File: src/rtl/write_logic_counters_frm_pkg.sv
// Shared definitions for the packet-buffer write/read counters.
// Holds the frame FSM encoding and the default buffer geometry.
package write_logic_counters_frm_pkg;

    localparam int DEF_CHAR_WIDTH = 11;
    localparam int DEF_LINE_WIDTH = 3;
    localparam int MAX_LEN        = 1 << DEF_CHAR_WIDTH;
    localparam int NUM_LINES      = 1 << DEF_LINE_WIDTH;

    typedef enum logic [1:0] {
        S_IDLE  = 2'd0,
        S_WRITE = 2'd1,
        S_DROP  = 2'd2
    } state_t;

endpackage

File: src/rtl/write_logic_counters_frm_occ_counter.sv
// Up/down occupancy counter over 0..2^WIDTH lines.
// A decrement at zero and an increment at full are both ignored.
module write_logic_counters_frm_occ_counter #(
    parameter int WIDTH = 3
) (
    input  logic             clk,
    input  logic             rst,
    input  logic             inc,
    input  logic             dec,
    output logic [WIDTH:0]   occupancy,
    output logic             full,
    output logic             empty
);

    localparam logic [WIDTH:0] FULL_VAL = {1'b1, {WIDTH{1'b0}}};

    logic [WIDTH:0] occ_q;
    logic [WIDTH:0] occ_d;
    logic           dec_eff;
    logic           inc_eff;

    // An ignored decrement must not cancel a same-cycle increment.
    assign dec_eff = dec & (occ_q != '0);
    assign inc_eff = inc & ((occ_q != FULL_VAL) | dec_eff);

    always_comb begin
        occ_d = occ_q;
        case ({inc_eff, dec_eff})
            2'b10:   occ_d = occ_q + 1'b1;
            2'b01:   occ_d = occ_q - 1'b1;
            default: occ_d = occ_q;
        endcase
    end

    always_ff @(posedge clk) begin
        if (rst) begin
            occ_q <= '0;
        end else begin
            occ_q <= occ_d;
        end
    end

    assign occupancy = occ_q;
    assign full      = (occ_q == FULL_VAL);
    assign empty     = (occ_q == '0);

endmodule

File: src/rtl/write_logic_counters_frm.sv
// Write-side pointer and frame commit/drop control for the line-organised
// packet buffer; each frame lands in one line or is discarded.
module write_logic_counters_frm
    import write_logic_counters_frm_pkg::*;
#(
    parameter int CHAR_WIDTH = DEF_CHAR_WIDTH,
    parameter int LINE_WIDTH = DEF_LINE_WIDTH
) (
    input  logic                           clk,
    input  logic                           rst,
    input  logic                           wr_char_valid,
    input  logic                           wr_eof,
    input  logic                           wr_abort,
    input  logic                           rd_newline,
    output logic                           wr_en,
    output logic [LINE_WIDTH+CHAR_WIDTH-1:0] wr_ptr,
    output logic                           commit,
    output logic [CHAR_WIDTH:0]            commit_len,
    output logic                           drop,
    output logic [15:0]                    drop_cnt,
    output logic [LINE_WIDTH:0]            occupancy,
    output logic                           buf_full,
    output logic                           buf_empty
);

    localparam logic [CHAR_WIDTH:0] CNT_MAX = {1'b1, {CHAR_WIDTH{1'b0}}};

    state_t                  state_q, state_d;
    logic [CHAR_WIDTH:0]     cnt_q, cnt_d;
    logic [LINE_WIDTH-1:0]   line_q, line_d;
    logic                    commit_q, commit_d;
    logic                    drop_q, drop_d;
    logic [CHAR_WIDTH:0]     commit_len_q, commit_len_d;
    logic [15:0]             drop_cnt_q, drop_cnt_d;
    logic                    acc;
    logic                    byte_in;

    assign byte_in = wr_char_valid & ~wr_abort;

    always_comb begin
        state_d      = state_q;
        cnt_d        = cnt_q;
        line_d       = line_q;
        commit_d     = 1'b0;
        drop_d       = 1'b0;
        commit_len_d = commit_len_q;
        acc          = 1'b0;

        case (state_q)
            S_IDLE: begin
                // Fullness is only judged at frame start; a started frame
                // always owns an uncommitted line.
                if (byte_in) begin
                    if (buf_full) begin
                        drop_d = 1'b1;
                        if (!wr_eof) state_d = S_DROP;
                    end else begin
                        acc = 1'b1;
                        if (!wr_eof) begin
                            cnt_d   = cnt_q + 1'b1;
                            state_d = S_WRITE;
                        end
                    end
                end
            end
            S_WRITE: begin
                if (wr_abort) begin
                    cnt_d   = '0;
                    drop_d  = 1'b1;
                    state_d = S_IDLE;
                end else if (wr_char_valid) begin
                    if (cnt_q == CNT_MAX) begin
                        cnt_d   = '0;
                        drop_d  = 1'b1;
                        state_d = wr_eof ? S_IDLE : S_DROP;
                    end else begin
                        acc = 1'b1;
                        if (!wr_eof) cnt_d = cnt_q + 1'b1;
                    end
                end
            end
            S_DROP: begin
                if ((wr_char_valid & wr_eof) | wr_abort) state_d = S_IDLE;
            end
            default: state_d = S_IDLE;
        endcase

        if (acc && wr_eof) begin
            commit_d     = 1'b1;
            commit_len_d = cnt_q + 1'b1;
            cnt_d        = '0;
            line_d       = line_q + 1'b1;
            state_d      = S_IDLE;
        end

        drop_cnt_d = drop_cnt_q;
        if (drop_d && drop_cnt_q != 16'hFFFF) drop_cnt_d = drop_cnt_q + 16'd1;
    end

    always_ff @(posedge clk) begin
        if (rst) begin
            state_q      <= S_IDLE;
            cnt_q        <= '0;
            line_q       <= '0;
            commit_q     <= 1'b0;
            drop_q       <= 1'b0;
            commit_len_q <= '0;
            drop_cnt_q   <= '0;
        end else begin
            state_q      <= state_d;
            cnt_q        <= cnt_d;
            line_q       <= line_d;
            commit_q     <= commit_d;
            drop_q       <= drop_d;
            commit_len_q <= commit_len_d;
            drop_cnt_q   <= drop_cnt_d;
        end
    end

    // Occupancy moves in the same cycle the commit pulse becomes visible.
    write_logic_counters_frm_occ_counter #(
        .WIDTH (LINE_WIDTH)
    ) u_occ (
        .clk       (clk),
        .rst       (rst),
        .inc       (commit_d),
        .dec       (rd_newline),
        .occupancy (occupancy),
        .full      (buf_full),
        .empty     (buf_empty)
    );

    assign wr_en      = acc;
    assign wr_ptr     = {line_q, cnt_q[CHAR_WIDTH-1:0]};
    assign commit     = commit_q;
    assign commit_len = commit_len_q;
    assign drop       = drop_q;
    assign drop_cnt   = drop_cnt_q;

endmodule

File: config.mk
export PLATFORM = sky130hd
export DESIGN_NAME = write_logic_counters_frm
export DESIGN_NICKNAME = d
export VERILOG_FILES = /design/src/rtl/write_logic_counters_frm_pkg.sv /design/src/rtl/write_logic_counters_frm_occ_counter.sv /design/src/rtl/write_logic_counters_frm.sv
export SDC_FILE = /design/constraint.sdc
export NUM_CORES = 1
export LEC_CHECK = 0
export CELL_PAD_IN_SITES_DETAIL_PLACEMENT = 0
export CELL_PAD_IN_SITES_GLOBAL_PLACEMENT = 1
export CORE_MARGIN = 4
export CORE_UTILIZATION = 42
export CTS_CLUSTER_DIAMETER = 100
export DETAILED_ROUTE_END_ITERATION = 8
export GPL_TIMING_DRIVEN = 0
export MAX_ROUTING_LAYER = met4
export PLACE_DENSITY_LB_ADDON = 0.08
export SLEW_MARGIN = 20
export SYNTH_ARGS = -nofsm -noshare
export SYNTH_HDL_FRONTEND = slang
export SYNTH_HIERARCHICAL = 1
export SYNTH_SLANG_ARGS = --single-unit
File: constraint.sdc
create_clock -name clk -period 7 [get_ports clk]
set_clock_uncertainty 0.1 [all_clocks]
set_input_delay 1.05 -clock clk [delete_from_list [all_inputs] [get_ports clk]]
set_output_delay 1.05 -clock clk [all_outputs]
set_load 0.02 [all_outputs]
==> metrics.md <==
| Metric | Value |
|---|---|
| Outcome | `complete, no violations` |
| VDD IR max | `0.130 mV` |
| Die Y-Extent | `90.9 um` |
| Number of synthesized flops with an enable pin | `0` |
| Antenna Nets Post-Route | `0` |
| Dpl ws | `2.42 ns` |
| Pre-antenna DRT Iters | `4` |
| Hold Fails Final Rpt | `0` |
| Reg area | `1020 um2` |
| RSZ-0062 raised after global routing | `no` |
| Crit end category | `flip-flop` |
| Setup ws final | `2.69 ns` |
| Fin. max-slew vios | `0` |
| Setup violators final | `0` |
| Clock sinks | `51` |
| First-pass GRT wire length | `11,700 um` |
| Layout cells sized above 1 | `13.3%` |
| Layout area overhead | `26.1%` |
| Top cell type's share of synthesized area | `35.4%` |
| Detailed Route Iter0 Violations | `133` |
| CP Data Arrival Time | `4.40 ns` |
| Leakage | `0.00127 uW` |
| GRT overflow | `0` |
| Post-DP HPWL | `5290 um` |
| DRC viols | `0` |
| Row count | `29` |
| Met3 GRT Util | `3.25%` |
| Post-CTS setup buffers | `0` |
| # IOs | `57` |
| Final min period | `4.31 ns` |
| Yosys cell types | `63` |
| Yosys warning count | `6` |
| Synth Instances | `327` |
| Post-synthesis net count | `340` |
| Avg WL per Cell | `15.4 um` |
| GR peak layer | `met1` |
| GR Layer Usage met1 | `26.8%` |
| Share of the clock period used by the worst path | `61.5%` |
| Fill cell count | `618` |
| Flops & latches, synth | `51` |
| Worst-path maximum fanout | `16` |
| CTS tree | `built` |
| Final TNS setup | `0 ns` |
| Asr flop ratio synth | `0%` |
| Sequential fraction of the synthesis area | `35.4%` |
| Cts hold-fix bufs | `0` |
| Vias in the first global route | `2,308` |
| Syn Std Cell Area | `2880 um2` |
| Ant diodes | `0` |
| # nets final | `402` |
| Largest net degree at the start of global routing | `17` |
| Least-Margin Pin Slew | `0.811 ns` |
| Worst hold path class | `flip-flop to flip-flop` |
| Area contributors post-synth | `dfxtp_1 35%, nor2_1 4.3%, a21oi_1 3.6%, buf_6 3.1%, xnor2_1 3.0%` |
| Gr usage total | `17.7%` |
| Register clock-pin slew on the reported worst setup and hold paths | `0.10 ns` |
| Post_cts resized | `0` |
| Max clock buf depth | `2` |
| Power Dens Cells | `212 nW/um2` |
| Vias post-DR | `2,573` |
| Die area | `8260 um2` |
| Max Fclk | `232 MHz` |
| Number of vias per cell | `5.51` |
| Initial antenna violation count | `0` |
| Initial Util | `44.4%` |
| Clock insertion delay at the later pin of the skew report | `0.31 ns` |
| RD Place Congestion | `0.861` |
| Syn Area/Cell | `8.82 um2` |
| Max Cap Viol | `0` |
| GR Util met2 | `23.9%` |
| Buffers on Ports | `55` |
| Worst Setup Start Kind | `input port` |
| Die W | `90.9 um` |
| Total wire length | `7210 um` |
| CTS buffer count | `5` |
| Crit path kind | `input port to flip-flop` |
| Post-synth top area cell | `dfxtp_1` |
| Root Buffer | `clkbuf_8` |
| Core area | `6490 um2` |
| Multi-input logic area | `1600 um2` |
| Critical path required time | `7.09 ns` |
| Rel. slew slack | `45.9%` |
| CTS H-tree depth | `2` |
| Predominant post-synthesis flop cell | `dfxtp_1` |
-- kinds of logic after synthesis --
family	share of synthesized area [%]
AOI/OAI and AO/OA	15.7
and+or+nand+nor	27.2
DFF	35.4
adders and majority gates	3.30
muxes	3.30
xor gates and xnor gates	5.77
buffers and inverters	9.24
-- cell usage in the layout, fill, tap and decap left out, types with 7 or more instances in the layout --
| cell | n |
|---|---|
| nand2_1 | 23 |
| nand4_1 | 8 |
| clkdlybuf4s50_1 | 55 |
| buf_4 | 11 |
| inv_1 | 9 |
| nand3_1 | 10 |
| or4_1 | 8 |
| nor2_1 | 33 |
| nor4_1 | 8 |
| xor2_1 | 9 |
| dfxtp_1 | 51 |
| a21oi_1 | 21 |
| buf_6 | 8 |
| a211oi_1 | 10 |
| clkbuf_1 | 7 |
| o31ai_1 | 8 |
| xnor2_1 | 10 |
| nor3_1 | 9 |
-- synthesized netlist by cell type (3+ instances only) --
master / number
dfxtp_1: 51
nor2_1: 33
nand2_1: 23
a21oi_1: 21
buf_4: 11
a211oi_1: 10
nand3_1: 10
xnor2_1: 10
inv_1: 9
nor3_1: 9
nor4_1: 9
xor2_1: 9
buf_6: 8
nand4_1: 8
o31ai_1: 8
or4_1: 8
clkbuf_1: 7
ha_1: 6
nor2b_1: 6
or3_1: 6
mux2i_1: 5
and3_1: 3
mux2_2: 3
nand2b_1: 3
o21ba_2: 3
-- power by group --
| part | leakage, uW | total [uW] | switching [uW] | internal [uW] |
|---|---|---|---|---|
| Clock | 0.0000474 | 184 | 103 | 80.9 |
| Sequential | 0.000413 | 332 | 23.8 | 308 |
| Combinational | 0.000808 | 254 | 137 | 116 |
| Total | 0.00127 | 769 | 264 | 505 |
-- sequential cells by signal, summed over array words and instances, names as in the netlist --
register         cells
drop_cnt            16
cnt_q               12
commit_len          12
u_occ/occupancy      4
line_q               3
state_q              2
commit               1
drop                 1
-- final cells by class --
type / count / area share [%]
Clock inverter: 2 / 0.447
Multi-Input combinational cell: 236 / 44.1
Inverter: 10 / 1.03
Tap cell: 77 / 2.65
Timing Repair Buffer: 55 / 15.1
Clock buffer: 6 / 2.27
Buffer: 30 / 6.30
Sequential cell: 51 / 28.1
-- stage by stage --
stage	total power [uW]	hold slack, ns	instances	util, %	instance area, um2
3_3_place_gp	588	0.366	459	54.4	3530
3_5_place_dp	593	0.366	459	54.4	3530
5_1_grt	810	0.403	467	56.0	3640
4_1_cts	777	0.380	467	55.9	3630
6_report	769	0.374	467	56.0	3640
2_1_floorplan	502	0.402	327	-	2880
-- worst max-delay path: stages --
cell and delay (ns):
clkdlybuf4s50_1 0.54, nand2b_1 0.26, nor3_1 0.24, nand3_1 0.14
inv_2 0.16, clkbuf_1 0.64, nand2b_1 0.24, or2_2 0.15
inv_1 0.06, ha_1 0.31, a21oi_1 0.19, nand2_1 0.13
o221ai_1 0.19, a31oi_1 0.10
-- worst paths after layout --
path	start	end	slack, ns	depth (start not counted)
min reg2reg	commit_len[1]$_SDFFE_PP0P_	commit_len[1]$_SDFFE_PP0P_	0.37	2
max	wr_abort	u_occ/occupancy[3]$_SDFFE_PP0P_	2.69	14
min	commit_len[1]$_SDFFE_PP0P_	commit_len[1]$_SDFFE_PP0P_	0.37	2
max reg2reg	u_occ/occupancy[1]$_SDFFE_PP0P_	u_occ/occupancy[3]$_SDFFE_PP0P_	3.09	15
-- layer usage --
metal  vias up  part of all wire, %
li1       1295                    -
met1      1210                   53
met2        63                   42
met3         5                  4.6
met4         0                 0.75
met5         -                    0
(Power assumes the default switching activity.)
